## config.mk

```make
export PLATFORM = sky130hd
export DESIGN_NAME = johnson_seq_decoder
export DESIGN_NICKNAME = d
export VERILOG_FILES = /design/src/rtl/johnson_pkg.sv /design/src/rtl/johnson_seq_decoder_decode.sv /design/src/rtl/johnson_seq_decoder.sv
export SDC_FILE = /design/constraint.sdc
export NUM_CORES = 1
export LEC_CHECK = 0
export ABC_CLOCK_PERIOD_IN_PS = 3900
export CAP_MARGIN = 20
export CORE_MARGIN = 8
export CORE_UTILIZATION = 42
export DETAILED_ROUTE_END_ITERATION = 12
export GPL_ROUTABILITY_DRIVEN = 0
export PLACE_DENSITY = 0.73
export SETUP_SLACK_MARGIN = 0.1
export SLEW_MARGIN = 20
export SYNTH_ARGS = -nofsm -noshare
export SYNTH_HDL_FRONTEND = slang
export SYNTH_HIERARCHICAL = 1
export SYNTH_SLANG_ARGS = --single-unit
```

## constraint.sdc

```tcl
create_clock -name clk -period 3.9 [get_ports clk]
set_input_delay 0.585 -clock clk [delete_from_list [all_inputs] [get_ports clk]]
set_output_delay 0.585 -clock clk [all_outputs]
set_load 0.01 [all_outputs]
```

## src/rtl/johnson_pkg.sv

```systemverilog
// rtl/johnson_pkg.sv - Johnson code types and helpers shared by RTL and counter benches.
package johnson_pkg;

  localparam int JOHNSON_MAX_W = 32;

  typedef enum logic {
    HUNT   = 1'b0,
    LOCKED = 1'b1
  } johnson_state_t;

  typedef logic [JOHNSON_MAX_W-1:0] johnson_code_t;

  function automatic johnson_code_t johnson_mask(input int width);
    johnson_code_t m;
    m = '0;
    for (int i = 0; i < JOHNSON_MAX_W; i++) begin
      if (i < width) m[i] = 1'b1;
    end
    return m;
  endfunction

  function automatic johnson_code_t johnson_next(input johnson_code_t code, input int width);
    johnson_code_t nxt;
    logic          fb;
    fb     = ~code[width-1];
    nxt    = code << 1;
    nxt[0] = fb;
    return nxt & johnson_mask(width);
  endfunction

  // MSB clear: ones are filling from the bottom; MSB set: zeros are filling from the bottom.
  function automatic int johnson_idx(input johnson_code_t code, input int width);
    int pc;
    pc = 0;
    for (int i = 0; i < JOHNSON_MAX_W; i++) begin
      if (i < width) pc += int'(code[i]);
    end
    return code[width-1] ? (2 * width - pc) : pc;
  endfunction

  function automatic logic johnson_legal(input johnson_code_t code, input int width);
    johnson_code_t mask;
    johnson_code_t masked;
    johnson_code_t low;
    logic          ok;
    mask   = johnson_mask(width);
    masked = code & mask;
    low    = '0;
    ok     = (masked == '0);
    for (int k = 0; k < JOHNSON_MAX_W; k++) begin
      low[k] = 1'b1;
      if (k < width) begin
        if ((masked == low) || (masked == (mask & ~low))) ok = 1'b1;
      end
    end
    return ok;
  endfunction

endpackage

```

## src/rtl/johnson_seq_decoder_decode.sv

```systemverilog
// rtl/johnson_seq_decoder_decode.sv - combinational legality check and step index of a Johnson code.
module johnson_code_decode
  import johnson_pkg::*;
#(
  parameter int WIDTH = 4,
  parameter int IDX_W = $clog2(2 * WIDTH)
) (
  input  logic [WIDTH-1:0] code_i,
  output logic             legal_o,
  output logic [IDX_W-1:0] idx_o
);

  johnson_code_t code_ext;

  assign code_ext = JOHNSON_MAX_W'(code_i);

  always_comb begin
    legal_o = johnson_legal(code_ext, WIDTH);
    idx_o   = IDX_W'(johnson_idx(code_ext, WIDTH));
  end

endmodule

```

## src/rtl/johnson_seq_decoder.sv

```systemverilog
// rtl/johnson_seq_decoder.sv - Johnson code receiver: decode, sequence lock FSM, error counting.
module johnson_seq_decoder
  import johnson_pkg::*;
#(
  parameter int WIDTH      = 4,
  parameter int LOCK_CNT   = 2,
  parameter int ERR_W      = 8,
  parameter int ALLOW_HOLD = 1,
  localparam int IDX_W     = $clog2(2 * WIDTH)
) (
  input  logic             clk,
  input  logic             reset,
  input  logic [WIDTH-1:0] code_in,
  input  logic             in_valid,
  output logic [IDX_W-1:0] idx_out,
  output logic             idx_valid,
  output logic             illegal,
  output logic             seq_err,
  output logic             wrap,
  output logic             locked,
  output logic [ERR_W-1:0] err_count
);

  localparam int                STEP_W    = $clog2(LOCK_CNT + 1);
  localparam logic [STEP_W-1:0] STEP_LAST = STEP_W'(LOCK_CNT - 1);
  localparam logic [IDX_W-1:0]  IDX_LAST  = IDX_W'(2 * WIDTH - 1);
  localparam bit                HOLD_OK   = (ALLOW_HOLD != 0);

  johnson_state_t    state_q, state_d;
  logic [IDX_W-1:0]  idx_q, idx_d;
  logic              have_q, have_d;
  logic [STEP_W-1:0] step_q, step_d;
  logic              idx_valid_q, idx_valid_d;
  logic              illegal_q, illegal_d;
  logic              seq_err_q, seq_err_d;
  logic              wrap_q, wrap_d;
  logic [ERR_W-1:0]  err_q, err_d;

  logic              dec_legal;
  logic [IDX_W-1:0]  dec_idx;
  logic [IDX_W-1:0]  idx_succ;
  logic              is_succ;
  logic              is_hold;

  johnson_code_decode #(
    .WIDTH (WIDTH),
    .IDX_W (IDX_W)
  ) u_decode (
    .code_i  (code_in),
    .legal_o (dec_legal),
    .idx_o   (dec_idx)
  );

  // have_q distinguishes "no predecessor yet" so the first code after reset is never judged.
  assign idx_succ = (idx_q == IDX_LAST) ? '0 : idx_q + IDX_W'(1);
  assign is_succ  = have_q && (dec_idx == idx_succ);
  assign is_hold  = have_q && (dec_idx == idx_q);

  always_comb begin
    state_d     = state_q;
    idx_d       = idx_q;
    have_d      = have_q;
    step_d      = step_q;
    idx_valid_d = 1'b0;
    illegal_d   = 1'b0;
    seq_err_d   = 1'b0;
    wrap_d      = 1'b0;
    err_d       = err_q;

    if (in_valid) begin
      if (!dec_legal) begin
        illegal_d = 1'b1;
        step_d    = '0;
        if (state_q == LOCKED) begin
          seq_err_d = 1'b1;
          state_d   = HUNT;
        end
      end else begin
        idx_valid_d = 1'b1;
        idx_d       = dec_idx;
        have_d      = 1'b1;
        case (state_q)
          HUNT: begin
            if (is_succ) begin
              if (step_q == STEP_LAST) begin
                state_d = LOCKED;
                step_d  = '0;
              end else begin
                step_d = step_q + STEP_W'(1);
              end
            end else if (!(is_hold && HOLD_OK)) begin
              step_d = '0;
            end
          end
          LOCKED: begin
            if (is_succ) begin
              wrap_d = (idx_q == IDX_LAST);
            end else if (!(is_hold && HOLD_OK)) begin
              seq_err_d = 1'b1;
              state_d   = HUNT;
              step_d    = '0;
            end
          end
          default: state_d = HUNT;
        endcase
      end
    end

    if ((illegal_d || seq_err_d) && (err_q != '1)) begin
      err_d = err_q + ERR_W'(1);
    end
  end

  always_ff @(posedge clk or posedge reset) begin
    if (reset) begin
      state_q     <= HUNT;
      idx_q       <= '0;
      have_q      <= 1'b0;
      step_q      <= '0;
      idx_valid_q <= 1'b0;
      illegal_q   <= 1'b0;
      seq_err_q   <= 1'b0;
      wrap_q      <= 1'b0;
      err_q       <= '0;
    end else begin
      state_q     <= state_d;
      idx_q       <= idx_d;
      have_q      <= have_d;
      step_q      <= step_d;
      idx_valid_q <= idx_valid_d;
      illegal_q   <= illegal_d;
      seq_err_q   <= seq_err_d;
      wrap_q      <= wrap_d;
      err_q       <= err_d;
    end
  end

  assign idx_out   = idx_q;
  assign idx_valid = idx_valid_q;
  assign illegal   = illegal_q;
  assign seq_err   = seq_err_q;
  assign wrap      = wrap_q;
  assign locked    = (state_q == LOCKED);
  assign err_count = err_q;

endmodule

```

== Word-level counts from Yosys, hierarchy flattened ==
Index checks and enable logic that the tools add are counted.

* Add/subtract/negate cells: 7
* Multiply operators: 0
* Divide/modulo/power cells: 0
* $lt $le $gt $ge: 0
* Eq/ne operators: 13
* Shift operators: 0
* Multiplexer cells: 32
* Bitwise gates (word level): 1
* Reductions and logical operators: 11

{| class="wikitable"
|+ Operators by type and width
! cell !! number
|-
| $logic_not A32 Y1 || 1
|-
| $mux W1 || 23
|-
| $eq A4 B4 Y1 const B || 4
|-
| $mux W2 || 5
|-
| $add A8 B1 Y8 const B || 1
|-
| $ne A8 B8 Y1 const B || 1
|-
| $eq A3 B3 Y1 || 2
|-
| $mux W3 || 2
|-
| $logic_or A1 B1 Y1 || 5
|-
| $eq A4 B1 Y1 const B || 1
|-
| $eq A4 B2 Y1 const B || 1
|-
| $eq A4 B3 Y1 const B || 1
|-
| $pmux W2 S2 || 1
|-
| $reduce_and A2 Y1 || 2
|-
| $add A2 B1 Y3 || 1
|-
| $add A3 B1 Y3 const B || 1
|-
| $add A3 B2 Y3 || 1
|-
| $eq A3 B3 Y1 const B || 1
|-
| $logic_and A1 B1 Y1 || 3
|-
| $ne A3 B3 Y1 const B || 1
|-
| $sub A1 B3 Y3 const A || 1
|-
| $add A1 B1 Y2 || 1
|-
| $add A2 B1 Y2 const B || 1
|-
| $eq A2 B1 Y1 const B || 1
|-
| other kinds (2) || 2
|}

* Flip-flop bits (word level): 19
* Latch bits: 0
* Bits in writable memories: 0
* Bits in read-only memories: 0
* Bits of input ports: 7
* Memories kept: 0

== Logic depth before layout (Yosys ltp) ==
Gate-level depths: netlist of the first run.

* Depth after elaboration: 14
* Gate-level depth with buffers: 15

== Cells and area by module ==
Netlist of the first run, hierarchy kept.

{| class="wikitable"
|+ By module, submodules not included
! module !! instances !! cells an instance !! area each (sq um) !! seq. area each (sq um)
|-
| johnson_seq_decoder || 1 || 83 || 943.4 || 475.5
|-
| johnson_code_decode || 1 || 24 || 190.2 || 0.0
|}

== Worst setup path before layout of the first run ==
No wires, ideal clock.

* Path type: input-to-reg
* From: in code_in[0]
* To: reg err_q[1] (netlist: err_count[1])
* Arrival: 3355 ps
* Setup slack: 418 ps
* Stages on the path: 14
* Buffers on the path: 0
* Path through: inv_1 > fa_1 > inv_1 > ha_1 > ha_1 > inv_1 > ha_1 > nand2b_1 > xnor2_1 > xnor2_1 > and2_4 > a31o_4 > o31ai_4 > mux2_1

* Cells in the longest elaborated chain, start to end: 14

{| class="wikitable"
|+ Ends and longest elaborated chain
! element !! line !! source
|-
| start: declaration || johnson_seq_decoder.sv:13 || <nowiki>input logic [WIDTH-1:0] code_in,</nowiki>
|-
| $add A1 B1 Y2 (*) || johnson_pkg.sv:36 || <nowiki>if (i < width) pc += int'(code[i]);</nowiki>
|-
| $add A2 B1 Y3 (*) || johnson_pkg.sv:36 ||
|-
| $add A3 B2 Y3 (*) || johnson_pkg.sv:36 ||
|-
| $sub A1 B3 Y3 || johnson_pkg.sv:38 || <nowiki>return code[width-1] ? (2 * width - pc) : pc;</nowiki>
|-
| $mux W3 (*) || johnson_pkg.sv:38 ||
|-
| named net dec_idx[2] || johnson_seq_decoder.sv:40 || <nowiki>logic [IDX_W-1:0] dec_idx;</nowiki>
|-
| $eq A3 B3 Y1 || johnson_seq_decoder.sv:57 || <nowiki>assign is_hold = have_q && (dec_idx == idx_q);</nowiki>
|-
| $logic_and A1 B1 Y1 || johnson_seq_decoder.sv:57 ||
|-
| $mux W1 || johnson_seq_decoder.sv:98 || <nowiki>end else if (!(is_hold && HOLD_OK)) begin</nowiki>
|-
| $mux W1 (*) || johnson_seq_decoder.sv:96 || <nowiki>if (is_succ) begin</nowiki>
|-
| $mux W1 (*) || johnson_seq_decoder.sv:82 || <nowiki>case (state_q)</nowiki>
|-
| $mux W1 (*) || johnson_seq_decoder.sv:71 || <nowiki>if (!dec_legal) begin</nowiki>
|-
| $mux W1 (*) || johnson_seq_decoder.sv:70 || <nowiki>if (in_valid) begin</nowiki>
|-
| $logic_or A1 B1 Y1 (*) || johnson_seq_decoder.sv:109 || <nowiki>if ((illegal_d || seq_err_d) && (err_q != '1)) begin</nowiki>
|-
| $logic_and A1 B1 Y1 (*) || johnson_seq_decoder.sv:109 ||
|-
| end signal: assignment || johnson_seq_decoder.sv:134 || <nowiki>err_q <= err_d;</nowiki>
|-
| end: declaration || johnson_seq_decoder.sv:37 || <nowiki>logic [ERR_W-1:0] err_q, err_d;</nowiki>
|}

The timed path passes the listed nets; every way through them passes the cells marked *.
A chain may end at the register's enable or synchronous reset.

== Worst setup path in the final report of the first run ==
* From: in code_in[3]
* To: reg err_q[1] (netlist: err_count[1])

* Cells in the longest elaborated chain, start to end: 12

{| class="wikitable"
|+ Ends and longest elaborated chain
! element !! line
|-
| $add A3 B2 Y3 || johnson_pkg.sv:36
|-
| $sub A1 B3 Y3 || johnson_pkg.sv:38
|-
| $mux W3 (*) || johnson_pkg.sv:38
|-
| named net dec_idx[2] || johnson_seq_decoder.sv:40
|-
| $eq A3 B3 Y1 || johnson_seq_decoder.sv:57
|-
| $logic_and A1 B1 Y1 || johnson_seq_decoder.sv:57
|-
| $mux W1 || johnson_seq_decoder.sv:98
|-
| $mux W1 (*) || johnson_seq_decoder.sv:96
|-
| $mux W1 (*) || johnson_seq_decoder.sv:82
|-
| $mux W1 (*) || johnson_seq_decoder.sv:71
|-
| $mux W1 (*) || johnson_seq_decoder.sv:70
|-
| $logic_or A1 B1 Y1 (*) || johnson_seq_decoder.sv:109
|-
| $logic_and A1 B1 Y1 (*) || johnson_seq_decoder.sv:109
|}

Marked as above.

==> impl_metrics.py, run 1 <==
metrics = {
    "power": {
        "pwr-share-clk_pct": 11.5,
        "leakage_uw": 0.000714,
        "ir_drop_v": 0.000355,
        "pwr-share-seq_pct": 35.4,
        "swShare_pct": 36.9,
        "combPwrFrac_pct": 53.1,
        "p_int_uw": 551,
        "power_switching_uw": 323,
        "p_per_area_nw_per_um2": 566,
    },
    "grt": {
        "grt_pass1_wl_um": 4060,
        "grt_remaining_overflow": 0,
        "grt_pass1_vias": 942,
        "grt_max_degree": 20,
        "grt_use_total_pct": 11.3,
        "antenna_found_initial": 0,
    },
    "worst_setup_path": {
        "crit_slowest_cell": "fa_1",
        "r2r_slack_ns": 1.59,
        "endpoint_kind": "flop",
        "critical_path.max_stage_delay_ns": 0.49,
        "path_cells": "clkdlybuf4s50_1 > inv_1 > fa_1 > inv_1 > ha_1 > ha_1 > inv_1 > ha_1 > nand2b_4 > xnor2_4 > xnor2_2 > and4_4 > a31o_4 > o31ai_4 > mux2_4",
        "arrival_ns": 3.86,
        "rr_worst_depth": 7,
        "path_delay_family": "adder cells",
        "required_ns": 4.10,
        "r2r_start": "idx_out[0]",
        "cp-start-kind": "primary input",
        "worst-path-max-fanout": 7,
        "regToRegEndpoint": "err_count[1]",
        "worstSetupPathType": "primary input to flop",
        "crit_buf_inv": 4,
    },
    "hold_path": {
        "min_to": "have_q",
        "hold_class": "flop to flop",
        "min-delay-start": "have_q",
        "whs_path_depth": 1,
    },
    "floorplanning": {
        "core-area_sq_um": 2660,
        "initial_core_util_pct": 42.6,
        "row_count": 19,
        "die_area_sq_um": 4620,
        "dieWidth_um": 68.0,
        "die_y_um": 68.0,
        "ios": 23,
    },
    "synth": {
        "synth.yosys.seq_area_share_pct": 41.9,
        "yosysWarnings": 6,
        "synth_top_cell_area_share_pct": 41.9,
        "ys_ff_latch": 19,
        "ys_async_sr_fraction_pct": 100,
        "syn_nets": 125,
        "synth-edff-count": 0,
        "yosysUniqueCellTypes": 30,
        "syn_area_sq_um": 1130,
        "synth_ff_type": "dfrtp_1",
        "synth_area_leaders": "dfrtp_1, ha_1, xnor2_1, mux2_1, inv_1",
        "syn_avg_cell_area_sq_um": 10.6,
        "synthCells": 107,
        "synth_area_leader_cell": "dfrtp_1",
    },
    "placed_design": {
        "place_inst": 169,
        "place_ws_ns": -0.326,
        "port_buffers": 22,
        "hpwl_um": 1800,
    },
    "timing": {
        "max_freq_mhz": 273,
        "drv_slew": 0,
        "setup_tns_ns": 0,
        "setup_viol": 0,
        "finalCritPeriodShare_pct": 93.9,
        "min_period_ns": 3.66,
        "finalClockSkew_ns": 0.00357,
        "max_slew_margin_pct": 50.7,
        "max_slew.worst_pin.slew_ns": 0.735,
        "hold_viol_final": 0,
        "grt_setup_unrepaired": "no",
        "worst_slack_ns": 0.239,
    },
    "clock_tree": {
        "tritoncts": "built",
        "insertion_delay_ns": 0.30,
        "cts-htree-levels": 1,
        "cts_inserted_buffers": 3,
        "path_clk_slew_ns": 0.10,
        "hold_buffers": 0,
        "cts_setup_buffers": 0,
        "clockBufferDepth": 2,
        "clock-root-buffer": "clkbuf_4",
        "cts.sinks": 19,
    },
    "routing": {
        "drt_pass1_iterations": 4,
        "drt_wl_total_um": 2370,
        "drc": 0,
        "initialDrtViolationCount": 7,
        "avgRoutedWirePerCell_um": 13.7,
        "via_per_inst": 5.21,
        "vias": 902,
        "ant_nets": 0,
    },
    "cells_and_area": {
        "antenna_cells": 0,
        "drive_above_1_share_pct": 17.6,
        "final_common_cell": "clkdlybuf4s50_1",
        "fillers": 246,
        "layout_common_cells": "clkdlybuf4s50_1, dfrtp_1, inv_1, ha_1",
        "fin_nets": 161,
        "areaGrowthSynthToFinish_pct": 36.1,
        "fin_cells": 173,
    },
    "run": {
        "drv_cap": 0,
    },
    "run_status": {
        "status": "completed",
    },
}
==> sequential cells by signal, indices dropped and copies added (netlist names) <==
register   count
err_count      8
locked         1
step_q         2
seq_err        1
illegal        1
wrap           1
idx_out        3
have_q         1
idx_valid      1
==> power by group through the flow <==
stage                     sequential, uW  combinational [uW]  clock (uW)
after floorplan                      322                 239           0
after global placement               308                 418           0
after detailed placement             311                 432           0
after CTS                            308                 452         106
after global routing                 319                 507         114
final                                309                 464         101
==> cells by family (layout without fill, tap and decap cells) <==
kind of cell / Yosys count / in the layout / share of synthesized area (%)
compound gates: 14 / 14 / 9.71
xor+xnor: 13 / 13 / 10.0
fa+ha+maj: 11 / 11 / 12.8
buf+inv: 12 / 47 / 3.97
flops: 19 / 19 / 41.9
mux: 5 / 5 / 4.97
simple gates: 33 / 33 / 16.6
==> how the worst max path moves through the flow <==
stage,start,slack [ns],depth (start not counted),end
final,code_in[3],0.24,15,err_count[1]
after global routing,code_in[3],0.10,16,err_count[4]
after CTS,code_in[0],0.11,15,err_count[1]
after detailed placement,code_in[0],-0.33,15,err_count[1]
after global placement,code_in[0],-0.19,15,err_count[1]
after floorplan,code_in[0],0.42,14,err_count[1]
==> layout make-up <==
| cell class | count | area (sq um) | share of cell area [%] |
|---|---|---|---|
| Multi-Input combinational cell | 76 | 663 | 43.0 |
| Tap cell | 31 | 38.8 | 2.51 |
| Sequential cell | 19 | 475 | 30.8 |
| Inverter | 12 | 45.0 | 2.92 |
| Clock inverter | 1 | 5.00 | 0.324 |
| Clock buffer | 3 | 22.5 | 1.46 |
| Timing Repair Buffer | 31 | 293 | 19.0 |
==> metrics by stage <==
| stage | cell area, sq um | util (%) | power, uW | hold WS [ns] |
|---|---|---|---|---|
| floorplan | 1130 | - | 561 | 0.457 |
| global placement | 1460 | 54.8 | 726 | 0.486 |
| detailed placement | 1460 | 54.8 | 743 | 0.484 |
| CTS | 1520 | 57.0 | 866 | 0.513 |
| global route | 1540 | 57.9 | 940 | 0.528 |
| finish | 1540 | 57.9 | 874 | 0.513 |
==> cell usage after synthesis, types with 2 or more instances <==
library cell  number
nand3_1            4
ha_1              10
o21ai_0            2
nand2_1            8
nor4_1             2
and4_1             2
nor2b_1            3
nand4_1            2
xnor2_1           12
a21oi_1            5
dfrtp_1           19
mux2_1             5
inv_1             12
nand2b_1           3
nor2_1             3
==> per-layer routing <==
| layer | global-route usage, % | vias to the layer above | part of all wire [%] |
|---|---|---|---|
| li1 | - | 441 | - |
| met1 | 12.3 | 436 | 39 |
| met2 | 19.2 | 21 | 52 |
| met3 | 4.91 | 4 | 7.9 |
| met4 | 3.84 | 0 | 1.0 |
| met5 | 0 | - | 0 |
==> what timing repair did <==
item / in CTS / in global routing
gates cloned: 0 / 0
pin swaps: 4 / 5
hold endpoints to repair: 0 / 0
setup endpoints to repair: 5 / 9
resized for setup: 4 / 8
==> worst register-to-register path: cells and delay by family, from the launching register on <==
family,cells,cell delay [ns]
mux,1,0.34
simple gates,1,0.16
flops,1,0.44
xor+xnor,1,0.15
compound gates,2,0.58
fa+ha+maj,2,0.54
Power figures use the tool's default switching activity.
==> run 2, diff against run 1 <==
--- a/config.mk
+++ b/config.mk
@@ -5,7 +5,7 @@
 export SDC_FILE = /design/constraint.sdc
 export NUM_CORES = 1
 export LEC_CHECK = 0
-export ABC_CLOCK_PERIOD_IN_PS = 3900
+export ABC_CLOCK_PERIOD_IN_PS = 4150
 export CAP_MARGIN = 20
 export CORE_MARGIN = 8
 export CORE_UTILIZATION = 42
==> constraint.sdc (replaced) <==
create_clock -name clk -period 4.15 [get_ports clk]
set_input_delay 0.6225 -clock clk [delete_from_list [all_inputs] [get_ports clk]]
set_output_delay 0.6225 -clock clk [all_outputs]
set_load 0.01 [all_outputs]
==> run 2 against run 1 <==
Against the previous run: sequential share of layout area rose by 1.7 points; power down 12%; routed wire length is 5.8% lower; largest cell class unchanged; critical endpoint unchanged; hold slack better by 0.0025 ns; via count shrank 2.0%; sequential cell count is the same; largest power group unchanged; clock power down 5%.
==> impl_metrics.py, run 2 (synthesized netlist as in run 1, its figures left out) <==
metrics = {
    "run_status": {
        "status": "completed",
    },
    "clock_tree": {
        "clockBufferDepth": 2,
        "cts_setup_buffers": 0,
        "cts_inserted_buffers": 3,
        "insertion_delay_ns": 0.30,
        "path_clk_slew_ns": 0.10,
        "cts.sinks": 19,
        "tritoncts": "built",
        "hold_buffers": 0,
        "cts-htree-levels": 1,
        "clock-root-buffer": "clkbuf_4",
    },
    "hold_path": {
        "hold_class": "flop to flop",
    },
    "floorplanning": {
        "dieWidth_um": 68.0,
        "row_count": 19,
        "ios": 23,
        "die_area_sq_um": 4620,
        "initial_core_util_pct": 42.6,
        "die_y_um": 68.0,
        "core-area_sq_um": 2660,
    },
    "routing": {
        "drt_pass1_iterations": 4,
        "drt_wl_total_um": 2240,
        "wl_met3_um": 120,
        "initialDrtViolationCount": 35,
        "drc": 0,
        "avgRoutedWirePerCell_um": 13.2,
        "ant_nets": 0,
        "highest_layer": "met4",
        "met1Wirelength_um": 945,
        "met2WireLength_um": 1140,
        "via_per_inst": 5.23,
        "vias": 884,
    },
    "worst_setup_path": {
        "required_ns": 4.33,
        "r2r_slack_ns": 1.88,
        "worst-path-max-fanout": 7,
        "cp-start-kind": "primary input",
        "worstSetupPathType": "primary input to flop",
        "endpoint_kind": "flop",
        "arrival_ns": 4.03,
    },
    "grt": {
        "grt_pass1_wl_um": 3910,
        "grt_remaining_overflow": 0,
        "grt_use_total_pct": 10.7,
        "grt_max_degree": 20,
        "grt_pass1_vias": 920,
        "antenna_found_initial": 0,
    },
    "cells_and_area": {
        "final_util_pct": 55.0,
        "antenna_cells": 0,
        "layout_common_cells": "clkdlybuf4s50_1, dfrtp_1, inv_1",
        "final_common_cell": "clkdlybuf4s50_1",
        "fin_cells": 169,
        "areaGrowthSynthToFinish_pct": 29.1,
        "drive_above_1_share_pct": 9.42,
        "fin_area_sq_um": 1460,
        "largest_reg_flops": 8,
        "fillers": 250,
        "fin_nets": 157,
    },
    "timing": {
        "finalCritPeriodShare_pct": 92.8,
        "drv_slew": 0,
        "max_slew.worst_pin.slew_ns": 0.789,
        "max_freq_mhz": 260,
        "holdWs_ns": 0.515,
        "finalClockSkew_ns": 0.00876,
        "max_slew_margin_pct": 47.1,
        "setup_viol": 0,
        "grt_setup_unrepaired": "no",
        "min_period_ns": 3.85,
        "hold_viol_final": 0,
    },
    "power": {
        "ir_drop_v": 0.000333,
        "p_per_area_nw_per_um2": 523,
        "totalPowerFinal_uw": 766,
        "leakage_uw": 0.000658,
    },
    "placed_design": {
        "hpwl_um": 1810,
        "place_area_sq_um": 1430,
        "place_inst": 165,
        "port_buffers": 22,
    },
    "run": {
        "drv_cap": 0,
    },
}
run 2: changes by cell type in the layout (fill, tap and decap cells not counted), sizes merged:
cell	previous run	this run
clkdlybuf4s50	20	22
clkinv	1	0
buf	9	5
dlymetal6s2s	2	0
clkbuf	3	4
run 2: critical path, cell delays in order:
cell and delay, ns:
clkdlybuf4s50_1 0.51, inv_1 0.11, fa_1 0.51, inv_1 0.04
ha_1 0.17, ha_1 0.27, inv_1 0.05, ha_1 0.26
nand2_1 0.05, o21ai_0 0.18, xnor2_1 0.18, and4_4 0.19
a31o_4 0.23, o31ai_4 0.30, mux2_1 0.36
run 2: path summary, 6_finish.rpt:
path / startpoint / end / depth (start not counted)
min in group asynchronous: reset / idx_out[1] / 2
setup / recovery: code_in[1] / err_count[1] / 15
hold reg to reg: have_q / have_q / 1
max in group asynchronous: reset / err_count[1] / 2
hold / removal: have_q / have_q / 1
setup reg to reg: idx_out[0] / err_count[1] / 7
run 2: metrics by stage:
step	setup slack [ns]	TNS [ns]
after floorplan	0.630	0
after global placement	0.0470	0
after detailed placement	-0.0813	-0.134
after CTS	0.236	0
after global routing	0.103	0
final	0.300	0
run 2: per-layer routing:
layer | up-vias | track usage (%)
met5 | - | 0
met4 | 0 | 4.60
met3 | 4 | 2.45
met2 | 15 | 19.1
met1 | 437 | 11.7
li1 | 428 | -
run 2: area by class of cell:
type	instances	area [sq um]	area share, %
multi-input combinational	76	621	42.4
tap	31	38.8	2.65
sequential	19	475	32.5
timing repair buffer	27	258	17.6
clock buffer	4	26.3	1.79
inverter	12	45.0	3.08
run 2: repair_timing:
action / in CTS / in global routing
setup endpoints to repair: 0 / 3
hold endpoints to repair: 0 / 0
resized for setup: 0 / 1
run 2: power by group:
part	internal [uW]	total (uW)	switching, uW
logic	213	381	168
clock network	37.4	95.8	58.4
registers	231	288	57.7
total	481	766	284
